[src/rtl/ro_pkg.sv]
// Shared types and constants for the readout event capture block.
package ro_pkg;

  localparam int NCORE_DEF = 19;
  localparam int CORE_ID_W = 5;
  localparam int EV_W      = 6;

  typedef enum logic [1:0] {
    IDLE  = 2'd0,
    PRIME = 2'd1,
    RUN   = 2'd2
  } ro_state_e;

  typedef struct packed {
    logic [CORE_ID_W-1:0] core_id;
    logic                 pol;
  } ev_word;

endpackage

[src/rtl/ro_fifo.sv]
// Synchronous FIFO with wrap-bit pointers; read data is combinational from the head
// and forced to zero while empty so the output is clean after reset.
module ro_fifo #(
  parameter int DATA_W = 6,
  parameter int DEPTH  = 8
) (
  input  logic              clk,
  input  logic              rst,
  input  logic              push,
  input  logic              pop,
  input  logic [DATA_W-1:0] wdata,
  output logic              full,
  output logic              empty,
  output logic [DATA_W-1:0] rdata
);

  localparam int AW = $clog2(DEPTH);
  localparam int PW = AW + 1;

  logic [PW-1:0]     wr_ptr_q, wr_ptr_d;
  logic [PW-1:0]     rd_ptr_q, rd_ptr_d;
  logic [DATA_W-1:0] mem_q [DEPTH];
  logic              do_push, do_pop;

  always_comb begin
    empty   = (wr_ptr_q == rd_ptr_q);
    full    = (wr_ptr_q[AW] != rd_ptr_q[AW]) && (wr_ptr_q[AW-1:0] == rd_ptr_q[AW-1:0]);
    do_pop  = pop && !empty;
    // A full FIFO still accepts a write when the head leaves on the same edge.
    do_push = push && (!full || do_pop);
    wr_ptr_d = wr_ptr_q;
    rd_ptr_d = rd_ptr_q;
    if (do_push) wr_ptr_d = wr_ptr_q + PW'(1);
    if (do_pop)  rd_ptr_d = rd_ptr_q + PW'(1);
    rdata = empty ? '0 : mem_q[rd_ptr_q[AW-1:0]];
  end

  always_ff @(posedge clk) begin
    if (rst) begin
      wr_ptr_q <= '0;
      rd_ptr_q <= '0;
    end else begin
      wr_ptr_q <= wr_ptr_d;
      rd_ptr_q <= rd_ptr_d;
    end
  end

  always_ff @(posedge clk) begin
    if (do_push) mem_q[wr_ptr_q[AW-1:0]] <= wdata;
  end

endmodule

[src/rtl/ro_capture.sv]
// Gray-slot readout capture: a single-bit gray transition selects the core whose
// bus event is queued; multi-bit transitions raise a sticky error.
module ro_capture
  import ro_pkg::*;
#(
  parameter int NCORE = NCORE_DEF,
  parameter int DEPTH = 8
) (
  input  logic             clk_master,
  input  logic             rst,
  input  logic             en,
  input  logic [NCORE-1:0] gray,
  input  logic             bus_eve,
  input  logic             bus_pol_eve,
  output logic             ev_valid,
  input  logic             ev_ready,
  output logic [EV_W-1:0]  ev_data,
  output logic [7:0]       drop_cnt,
  output logic             gray_err
);

  localparam int CNT_W = $clog2(NCORE + 1);

  function automatic logic [CNT_W-1:0] popcount(input logic [NCORE-1:0] v);
    logic [CNT_W-1:0] cnt;
    cnt = '0;
    for (int i = 0; i < NCORE; i++) cnt = cnt + CNT_W'(v[i]);
    return cnt;
  endfunction

  function automatic logic [CORE_ID_W-1:0] onehot_idx(input logic [NCORE-1:0] v);
    logic [CORE_ID_W-1:0] idx;
    idx = '0;
    for (int i = 0; i < NCORE; i++) if (v[i]) idx = CORE_ID_W'(i);
    return idx;
  endfunction

  ro_state_e        state_q, state_d;
  logic [NCORE-1:0] gray_q, gray_d;
  logic [7:0]       drop_cnt_q, drop_cnt_d;
  logic             gray_err_q, gray_err_d;

  logic [NCORE-1:0] diff;
  logic [CNT_W-1:0] pc;
  logic             cmp_en, slot_valid, push, pop, drop;
  logic             fifo_full, fifo_empty;
  ev_word           wword;

  always_comb begin
    state_d    = state_q;
    gray_d     = gray;
    drop_cnt_d = drop_cnt_q;
    gray_err_d = gray_err_q;

    diff       = gray ^ gray_q;
    pc         = popcount(diff);
    cmp_en     = (state_q == RUN) && en;
    slot_valid = cmp_en && (pc == CNT_W'(1));
    push       = slot_valid && bus_eve;
    wword.core_id = onehot_idx(diff);
    wword.pol     = bus_pol_eve;

    pop  = ev_valid && ev_ready;
    drop = push && fifo_full && !pop;

    if (cmp_en && (pc > CNT_W'(1))) gray_err_d = 1'b1;
    if (drop && (drop_cnt_q != 8'hFF)) drop_cnt_d = drop_cnt_q + 8'd1;

    // PRIME spends one edge refreshing gray_q so the first RUN compare is never stale.
    unique case (state_q)
      IDLE:    if (en) state_d = PRIME;
      PRIME:   state_d = RUN;
      RUN:     if (!en) state_d = IDLE;
      default: state_d = IDLE;
    endcase
  end

  always_ff @(posedge clk_master) begin
    if (rst) begin
      state_q    <= IDLE;
      gray_q     <= '0;
      drop_cnt_q <= '0;
      gray_err_q <= 1'b0;
    end else begin
      state_q    <= state_d;
      gray_q     <= gray_d;
      drop_cnt_q <= drop_cnt_d;
      gray_err_q <= gray_err_d;
    end
  end

  ro_fifo #(
    .DATA_W (EV_W),
    .DEPTH  (DEPTH)
  ) u_fifo (
    .clk   (clk_master),
    .rst   (rst),
    .push  (push),
    .pop   (pop),
    .wdata (wword),
    .full  (fifo_full),
    .empty (fifo_empty),
    .rdata (ev_data)
  );

  assign ev_valid = !fifo_empty;
  assign drop_cnt = drop_cnt_q;
  assign gray_err = gray_err_q;

endmodule

[config.mk]
export PLATFORM = sky130hd
export DESIGN_NAME = ro_capture
export DESIGN_NICKNAME = d
export VERILOG_FILES = /design/src/rtl/ro_pkg.sv /design/src/rtl/ro_fifo.sv /design/src/rtl/ro_capture.sv
export SDC_FILE = /design/constraint.sdc
export NUM_CORES = 1
export LEC_CHECK = 0
export CAP_MARGIN = 20
export CORE_AREA = 3 3 96 98
export CTS_CLUSTER_SIZE = 10
export DETAILED_ROUTE_END_ITERATION = 7
export DIE_AREA = 0 0 99 101
export PLACE_DENSITY = 0.74
export RECOVER_POWER = 100
export SETUP_SLACK_MARGIN = 0.2
export SLEW_MARGIN = 0
export SYNTH_ARGS = -nofsm -noshare
export SYNTH_HDL_FRONTEND = slang
export SYNTH_HIERARCHICAL = 1
export SYNTH_SLANG_ARGS = --single-unit
[constraint.sdc]
create_clock -name clk_master -period 6.75 [get_ports clk_master]
set_input_delay 1.0125 -clock clk_master [delete_from_list [all_inputs] [get_ports clk_master]]
set_output_delay 1.0125 -clock clk_master [all_outputs]
set_load 0.02 [all_outputs]
; After elaboration in Yosys (flattened, before gate mapping)
; Memories as Yosys holds them, arrays and structs flattened. A register that Yosys moved wholly into a read port is not among the register bits.
; Cells that the tools add are included.
[word_totals]
n_memories = 1
latchBits = 0
output_inout_bits = 16
ramBits = 48
regBits = 38
mem_bits_ro = 0
wordCells = 82
[op_classes]
order_cmp = 1
n_reduce_logical = 17
shifts = 0
n_div = 0
mul = 0
n_addsub = 21
bitwise = 1
mux = 26
eq_ne = 9
[mem_list]
columns = name, depth, width, rd, rd_clocked_by_memory_dff, wr, line_no
row1 = u_fifo.mem_q, 8, 6, 1, 1, 1, ro_fifo.sv:22  ; logic [DATA_W-1:0] mem_q [DEPTH];
[ops]
columns = op, n
row1 = 5-bit 2-to-1 mux, 17
row2 = 5-bit by 1-bit adder with 5-bit output, 14
row3 = 19-bit bitwise XOR, 1
row4 = 1-bit logical AND, 11
row5 = 4-bit by 1-bit adder with 4-bit output (second input constant), 2
row6 = 8-bit by 1-bit adder with 8-bit output (second input constant), 1
row7 = 8-bit inequality test (second input constant), 1
row8 = 3-bit 2-to-1 mux, 2
row9 = 6-bit 2-to-1 mux, 1
row10 = 2-bit case mux with 3 select lines, 1
row11 = 4-bit by 1-bit adder with 5-bit output, 1
row12 = 5-bit by 1-bit equality test with 1-bit output (second input constant), 1
row13 = 5-bit by 1-bit greater-than comparator with 1-bit output (second input constant), 1
row14 = 3-bit by 1-bit adder with 4-bit output, 1
row15 = 4-bit equality test, 1
row16 = 2-bit 2-to-1 mux, 2
row17 = 2-bit inequality test (second input constant), 2
row18 = 2-bit by 1-bit adder with 3-bit output, 1
row19 = 3-bit equality test, 1
row20 = 1-bit zero test, 3
row21 = 1-bit 2-to-1 mux, 3
row22 = 1-bit by 1-bit adder with 2-bit output, 1
row23 = 2-bit by 1-bit equality test with 1-bit output (second input constant), 1
row24 = 2-bit equality test (second input constant), 1
row25 = 4 further kinds, 4

; Logic depth before layout (Yosys ltp)
; Gate-level depths: netlist of run 1.
[depth]
word_depth = 25
depth_mapped = 19
ltp_nobuf = 19

; Hierarchy
; The synthesis of run 1 kept the hierarchy.
[modules_own_cells]
columns = mod, area_per_inst_um2, seq_area_each_um2, instances, cells_per_inst
row1 = ro_fifo, 2476.1, 1661.6, 1, 147
row2 = ro_capture, 1835.5, 600.6, 1, 194

; Least setup slack after synthesis of run 1
; Ideal clock, no wire load.
[synth_path]
kind = input-to-reg
from = input gray[7]
to = memory u_fifo.mem_q[0][0] (enable)
setup_slack_ns = 0.190
arrival_time_ns = 6.175
cell_stages = 17
n_path_buf = 0
required_time_ns = 6.364
cell_sequence = xor2_1 -> fa_1 -> fa_1 -> inv_1 -> fa_1 -> inv_1 -> fa_1 -> fa_1 -> fa_1 -> inv_1 -> fa_1 -> a211oi_1 -> mux2i_1 -> or4_1 -> nor2_1 -> o21ai_0 -> nor4_1
[synth_between]
elab_chain_len = 19
[synth_rtl]
columns = element, line_no
row1 = "start, declared", ro_capture.sv:12  ; input logic [NCORE-1:0] gray,
row2 = 19-bit bitwise XOR, ro_capture.sv:55  ; diff = gray ^ gray_q;
row3 = 5-bit by 1-bit adder with 5-bit output (12 in series), ro_capture.sv:27  ; for (int i = 0; i < NCORE; i++) cnt = cnt + CNT_W'(v[i]);
row4 = 5-bit by 1-bit equality test with 1-bit output, ro_capture.sv:58  ; slot_valid = cmp_en && (pc == CNT_W'(1));
row5 = 1-bit logical AND, ro_capture.sv:58
row6 = 1-bit logical AND, ro_capture.sv:59  ; push = slot_valid && bus_eve;
row7 = named net push, ro_capture.sv:45  ; logic cmp_en, slot_valid, push, pop, drop;
row8 = 1-bit logical AND, ro_fifo.sv:30  ; do_push = push && (!full || do_pop);
row9 = 1-bit 2-to-1 mux, ro_fifo.sv:49  ; if (do_push) mem_q[wr_ptr_q[AW-1:0]] <= wdata;
row10 = 1-bit 2-to-1 mux (not written as such), ro_fifo.sv:49
row11 = "end, declared", ro_fifo.sv:22
; The timed path passes the listed nets, and every way through them passes these cells.

; Worst setup path after layout of run 1
[layout_path]
from = input gray[0]
to = register u_fifo.wr_ptr_q[0]
[layout_between]
elab_chain_len = 23
[layout_rtl]
columns = element, line_no
row1 = 19-bit bitwise XOR, ro_capture.sv:55
row2 = 1-bit by 1-bit adder with 2-bit output, ro_capture.sv:27
row3 = 2-bit by 1-bit adder with 3-bit output, ro_capture.sv:27
row4 = 3-bit by 1-bit adder with 4-bit output, ro_capture.sv:27
row5 = 4-bit by 1-bit adder with 5-bit output, ro_capture.sv:27
row6 = 5-bit by 1-bit adder with 5-bit output (14 in series), ro_capture.sv:27
row7 = 5-bit by 1-bit equality test with 1-bit output, ro_capture.sv:58
row8 = 1-bit logical AND, ro_capture.sv:58
row9 = 1-bit logical AND, ro_capture.sv:59
row10 = named net push, ro_capture.sv:45
row11 = 1-bit logical AND, ro_fifo.sv:30
row12 = "end signal, assigned", ro_fifo.sv:43  ; wr_ptr_q <= wr_ptr_d;
row13 = "end, declared", ro_fifo.sv:20  ; logic [PW-1:0] wr_ptr_q, wr_ptr_d;
; The timed path passes the listed nets, and every way through them passes these cells.
; A chain may end at the register's enable or synchronous reset.

==> metrics, run 1 <==
synthesized flop and latch total=89; part of the power in combinational logic=32.3%; worst vdd ir=0.000175 V; fin. max-slew vios=45; CTS sink cnt=89; Slew headroom=-20.4%; Post-synth EDFFs=48; status=complete, but fails checks; Initial DRT Pass Iterations=4; Tmin final=around 6.4 ns; layout cells sized above 1=between 15 and 20%; data required time of the critical path=7.00 ns; initial antenna violation count=0; worst-path fanout max=4; cell area after layout=around 0.0052 mm2; Placed Area=roughly 0.0049 mm2; First DRT Iteration DRCs=128; Remaining DRCs=0; number of H-tree levels=3; Routability Congestion=around 0.85; CTS Buffer Depth=2; wirelength, routed=a little under 8 mm; Starting Density=between 50% and 60%; asr flop ratio synth=0%; CP startpoint kind=primary input; GR Util All Layers=between 10% and 20%; number of max-cap violations=2; # rows=34; Syn Nets=389; Final HPWL DP=5.68 mm; unrepaired setup endpoints after global routing=no; ANT cells=0; DP Worst Slack=-0.169 ns; CTS root buffer=clkbuf_8; # setup viols final=0; Clock Latency Late Sink=0.36 ns; Setup crit end kind=register; Mapped Area=0.00431 mm2; worst hold path class=register to register; largest net degree at the start of global routing=45; Die X=99 um; area leader, netlist=edfxtp_1; IO buf count=40; Critical Path AT=6.62 ns; number of global-route vias before repair=~2,800; clock skew=0.00588 ns; setup repair bufs after CTS=0; failing checks=max-capacitance violations, max-slew violations; Tcrit/Tclk final=94.4%; num ports=41; synthesized instance count=roughly 340; FMAX=0.157 GHz; Mean Syn Cell Area=roughly 13 um2; Flop pwr share=40.2%; P&R area growth vs syn=20.5%; via count=between 2,000 and 3,000; final setup margin=0.377 ns; Switching Fraction=between 20% and 30%; sw power=~0.43 mW; TritonCTS Buffers=9; Worst-path clk slew=0.09 ns; routed vias/inst=5.39; Die Ht=101 um; top cells by area, synth=edfxtp_1 (33%), dfxtp_1 (19%), mux4_2 (6.3%), fa_1 (6.0%), nor2b_1 (3.6%); post-route ant nets=0; internal power=1.03 mW; pwr dens=~280 mW/mm2; nets@finish=approximately 450; wire per inst=15.4 um; clock tree from TritonCTS=yes; critical path class=primary input to register; final hold viol count=0; Core Box Area=0.00855 mm2; area share of the largest cell type after synthesis=about a third; die area=0.0100 mm2; Seq/Total Area, Yosys=52.5%; GRT overflow=0; Netlist cell types=53; first-pass GRT wire length=13.3 mm; leak pwr=1.98 nW; yosys warns=6; clock share of power=27.5%; Worst Max-Slew Pin Slew=1.81 ns; top_reg_cell synth=edfxtp_1
## through the flow
stage | util, % | hold slack (ns) | total power, mW | TNS (ns) | cells
2_1_floorplan | - | 0.416 | 0.892 | 0 | 341
3_3_place_gp | 57.5 | 0.425 | 1.03 | -0.346 | 494
6_report | 60.8 | 0.456 | 1.46 | 0 | 510
3_5_place_dp | 57.5 | 0.436 | 1.04 | -6.02 | 494
4_1_cts | 60.0 | 0.453 | 1.45 | 0 | 510
5_1_grt | 60.8 | 0.476 | 1.57 | 0 | 510
## power groups by stage
stage,logic (mW),registers (mW),clock network [mW]
after detailed placement,0.444,0.598,0
after floorplan,0.294,0.598,0
after global routing,0.549,0.588,0.436
final,0.472,0.587,0.401
after global placement,0.434,0.598,0
after CTS,0.450,0.586,0.414
## repair_timing
| action | 4_1_cts | 5_1_grt |
|---|---|---|
| setup endpoints to repair | 0 | 51 |
| resized for setup | 0 | 25 |
| hold buffers | 0 | 0 |
## routing by layer
metal,routed length [um],global-route usage (%),part of all wire (%)
met5,0,0,0
met4,108,5.46,1.4
met3,352,4.57,4.5
met2,3990,29.5,51
met1,3410,20.9,43
## cells in the final DEF (no fill, tap or decap), types with 3 or more instances in the layout
| cell | instances |
|---|---|
| fa_1 | 12 |
| mux2i_1 | 9 |
| edfxtp_1 | 48 |
| buf_4 | 12 |
| or4_1 | 4 |
| clkdlybuf4s50_1 | 15 |
| a21oi_1 | 12 |
| dfxtp_1 | 41 |
| ha_1 | 10 |
| clkbuf_8 | 9 |
| mux4_2 | 12 |
| and3_1 | 3 |
| xor2_1 | 6 |
| or3_1 | 5 |
| xor2_2 | 4 |
| nor4_1 | 3 |
| nand2_1 | 6 |
| nor3_1 | 4 |
| nor2_1 | 19 |
| nand2b_1 | 5 |
| dlymetal6s2s_1 | 6 |
| dlygate4sd3_1 | 19 |
| o21ai_0 | 7 |
| inv_1 | 28 |
| clkbuf_1 | 3 |
| nor2b_1 | 25 |
| nand3_1 | 7 |
| xnor2_1 | 12 |
| o31ai_1 | 5 |
| xnor2_2 | 5 |
## layout make-up
type	count	area [um2]
clock buffers	10	128
repair buffers	57	531
multi-input cells	210	1940
flip-flops and latches	89	2260
well taps	108	135
inverters	30	113
fillers	695	3350
clock inverters	6	90.1
## cell usage after synthesis (4+ instances only)
cell	instances
edfxtp_1	48
a21oi_1	13
nor2_1	20
fa_1	13
xnor2_1	17
ha_1	10
nor3_1	5
clkbuf_1	7
nor2b_1	25
o31ai_1	5
inv_1	29
dfxtp_1	41
xor2_1	8
or4_1	5
o21ai_0	8
nand3_1	7
or3_1	4
nand2_1	6
nand2b_1	5
mux2i_1	9
mux4_2	12
## worst max-delay path, stage by stage
cell and delay (ns):
clkdlybuf4s50_1 0.43, xnor2_1 0.15, fa_1 0.49, inv_1 0.05, fa_1 0.49, inv_1 0.05
fa_1 0.49, inv_1 0.05, fa_1 0.46, fa_1 0.59, fa_1 0.20, inv_1 0.06
fa_2 0.34, a211oi_1 0.21, mux2i_1 0.13, or4_4 0.45, nor2_4 0.16, buf_4 0.14
a21boi_0 0.31, mux2_1 0.36
## path summary, 6_finish.rpt
check             cells past startpoint                         endpoint  slack (ns)                    start
setup / recovery                     20  u_fifo/wr_ptr_q[0]$_SDFFE_PP0P_        0.38                  gray[0]
hold / removal                        1          state_q[0]$_SDFFE_PP0P_        0.46  state_q[1]$_SDFFE_PP0P_
setup reg to reg                     19  u_fifo/wr_ptr_q[0]$_SDFFE_PP0P_        1.08     gray_q[3]$_SDFF_PP0_
hold reg to reg                       1          state_q[0]$_SDFFE_PP0P_        0.46  state_q[1]$_SDFFE_PP0P_
## sequential cells by signal (all words and copies together), names as in the netlist, named ones only
register / count
gray_err: 1
u_fifo/mem_q: 48
state_q: 2
gray_q: 19
u_fifo/wr_ptr_q: 4
u_fifo/rd_ptr_q: 4
drop_cnt: 8
## cell families (layout without fill, tap and decap cells)
family,after synthesis,in the layout,synth area share (%)
muxes,23,23,8.88
and+or+nand+nor,94,94,12.8
adders and majority gates,23,23,8.94
xor gates and xnor gates,27,27,5.83
DFF,89,89,52.5
buffers and inverters,42,103,4.12
AOI/OAI and AO/OA,43,43,6.96
No activity file was read; power rests on OpenSTA's default activity.
==> run 2, diff against run 1 <==
- CORE_AREA: 3 3 96 98 -> 3 3 115 117
- DIE_AREA: 0 0 99 101 -> 0 0 118 120
- PLACE_DENSITY: 0.74 -> unset
==> run 2 against run 1 <==
  * The run still ends with max-capacitance violations, max-slew violations left
  * Utilization is 17 points lower
  * Critical path depth is 1 lower
  * Combinational power is 17% higher
  * Routed wire length increased by 13%
  * Clock power grew 30%
  * First-iteration DRC count up 16%
  * Clock skew about the same
  * Maximum frequency up 1.8%
  * Non-clock buffer count rose by 5
  * Global-route usage decreased by 3.6 points
  * Via count up 1.6%
==> metrics, run 2 (synthesis gave the netlist of run 1 again) <==
status=complete, but fails checks; failing checks=max-capacitance violations, max-slew violations; leak pwr=2.08 nW; CTS Buffer Depth=2; Routability Congestion=0.762; ANT cells=0; IO buf count=40; CP startpoint kind=primary input; number of H-tree levels=3; num ports=41; data required time of the critical path=6.99 ns; Worst Max-Slew Pin Slew=1.94 ns; final hold viol count=0; Hold Buf Count CTS=0; clock tree from TritonCTS=yes; unrepaired setup endpoints after global routing=no; DP Worst Slack=-0.188 ns; TritonCTS Buffers=9; Setup crit end kind=register; Post-Layout Cell Count=between 500 and 600; number of max-cap violations=2; post-route ant nets=0; CTS sink cnt=89; critical path class=primary input to register; GR Util All Layers=13.5%; First DRT Iteration DRCs=between 100 and 150; Slew headroom=-29.5%; Die X=118 um; fin. max-slew vios=46; placed instance count=561; Initial DRT Pass Iterations=4; final setup margin=0.491 ns; Core Box Area=0.0125 mm2; Die Ht=120 um; worst-path fanout max=15; Tcrit/Tclk final=just over 90%; routed vias/inst=roughly 4.8; Final HPWL DP=6.40 mm; commonest non-fill, non-tap cell in the layout=edfxtp_1; Layout fillers=~1,200; clock skew=0.00576 ns; wire per inst=15.4 um; via count=2,795; layout cells sized above 1=between 10% and 20%; nets@finish=450; largest net degree at the start of global routing=45; most frequent cells in the layout=edfxtp_1 (48), dfxtp_1 (41), inv_1 (28), nor2b_1 (25), nor2_1 (19); # rows=41; Remaining DRCs=0; first-pass GRT wire length=between 10 and 15 mm; worst vdd ir=0.000231 V; Worst-path clk slew=0.06 ns; wirelength, routed=8.89 mm; pwr dens=306 mW/mm2; Clock Latency Late Sink=0.34 ns; P&R area growth vs syn=25.9%; initial antenna violation count=0; setup TNS=0 ns; number of global-route vias before repair=2,923; FMAX=around 0.16 GHz; Tmin final=6.26 ns; power consumption=1.66 mW; die area=about 0.014 mm2; CTS root buffer=clkbuf_16; max FFs per register=48; worst hold path class=register to register; Starting Density=34.6%; GRT overflow=0; Critical Path AT=6.50 ns; # setup viols final=0
[run 2: cell type report]
class | instances | area [um2] | area share (%)
multi-input combinational | 210 | 1950 | 35.9
timing repair buffer | 62 | 576 | 10.6
inverter | 30 | 113 | 2.08
clock inverter | 5 | 81.3 | 1.50
clock buffer | 10 | 229 | 4.22
sequential | 89 | 2260 | 41.7
tap | 172 | 215 | 3.97
[run 2: power by group]
| part | internal (mW) | total, mW | leakage (nW) | switching, mW |
|---|---|---|---|---|
| logic | 0.277 | 0.551 | 1.17 | 0.275 |
| registers | 0.583 | 0.587 | 0.771 | 0.00460 |
| clock network | 0.322 | 0.522 | 0.145 | 0.200 |
[run 2: path summary, 6_finish.rpt]
path,depth (start not counted),slack (ns),start,end
setup / recovery,19,0.49,gray[9],drop_cnt[5]$_SDFFE_PP0P_
hold / removal,1,0.46,state_q[0]$_SDFFE_PP0P_,state_q[0]$_SDFFE_PP0P_
setup reg to reg,18,1.03,gray_q[9]$_SDFF_PP0_,drop_cnt[5]$_SDFFE_PP0P_
hold reg to reg,1,0.46,state_q[0]$_SDFFE_PP0P_,state_q[0]$_SDFFE_PP0P_
[run 2: critical path: stages]
cell and delay (ns):
dlymetal6s2s_1 0.14, xnor2_1 0.24, inv_2 0.09, fa_1 0.49, fa_1 0.49, inv_1 0.05
fa_1 0.49, inv_1 0.05, fa_1 0.47, fa_1 0.56, fa_1 0.21, inv_1 0.07
fa_2 0.39, a211oi_2 0.21, mux2i_1 0.12, clkbuf_4 0.15, or3_1 0.54, or4_1 0.58
a21oi_1 0.15
[run 2: timing repair]
action / CTS / global route
setup buffers: 0 / 2
endpoints found under the setup margin: 32 / 56
pin swaps: 0 / 14
resized for setup: 3 / 27
endpoints found under the hold margin: 0 / 0
[run 2: routing by layer]
metal	wire, um	track usage, %	vias up
met3	365	3.02	10
li1	-	-	1341
met1	3840	16.6	1375
met5	0	0	-
met4	161	5.49	0
met2	4520	23.0	69
[run 2: through the flow]
stage / area [um2] / util (%) / hold slack [ns]
floorplan: 4320 / - / 0.416
global placement: 5020 / 40.3 / 0.425
detailed placement: 5020 / 40.3 / 0.449
CTS: 5340 / 42.8 / 0.458
global route: 5430 / 43.5 / 0.479
finish: 5430 / 43.5 / 0.455
==> run 3, diff against run 2 <==
- CAP_MARGIN: 20 -> 15
==> results of run 3 <==
No change in the layout: final DEF, timing and power equal those of run 2.
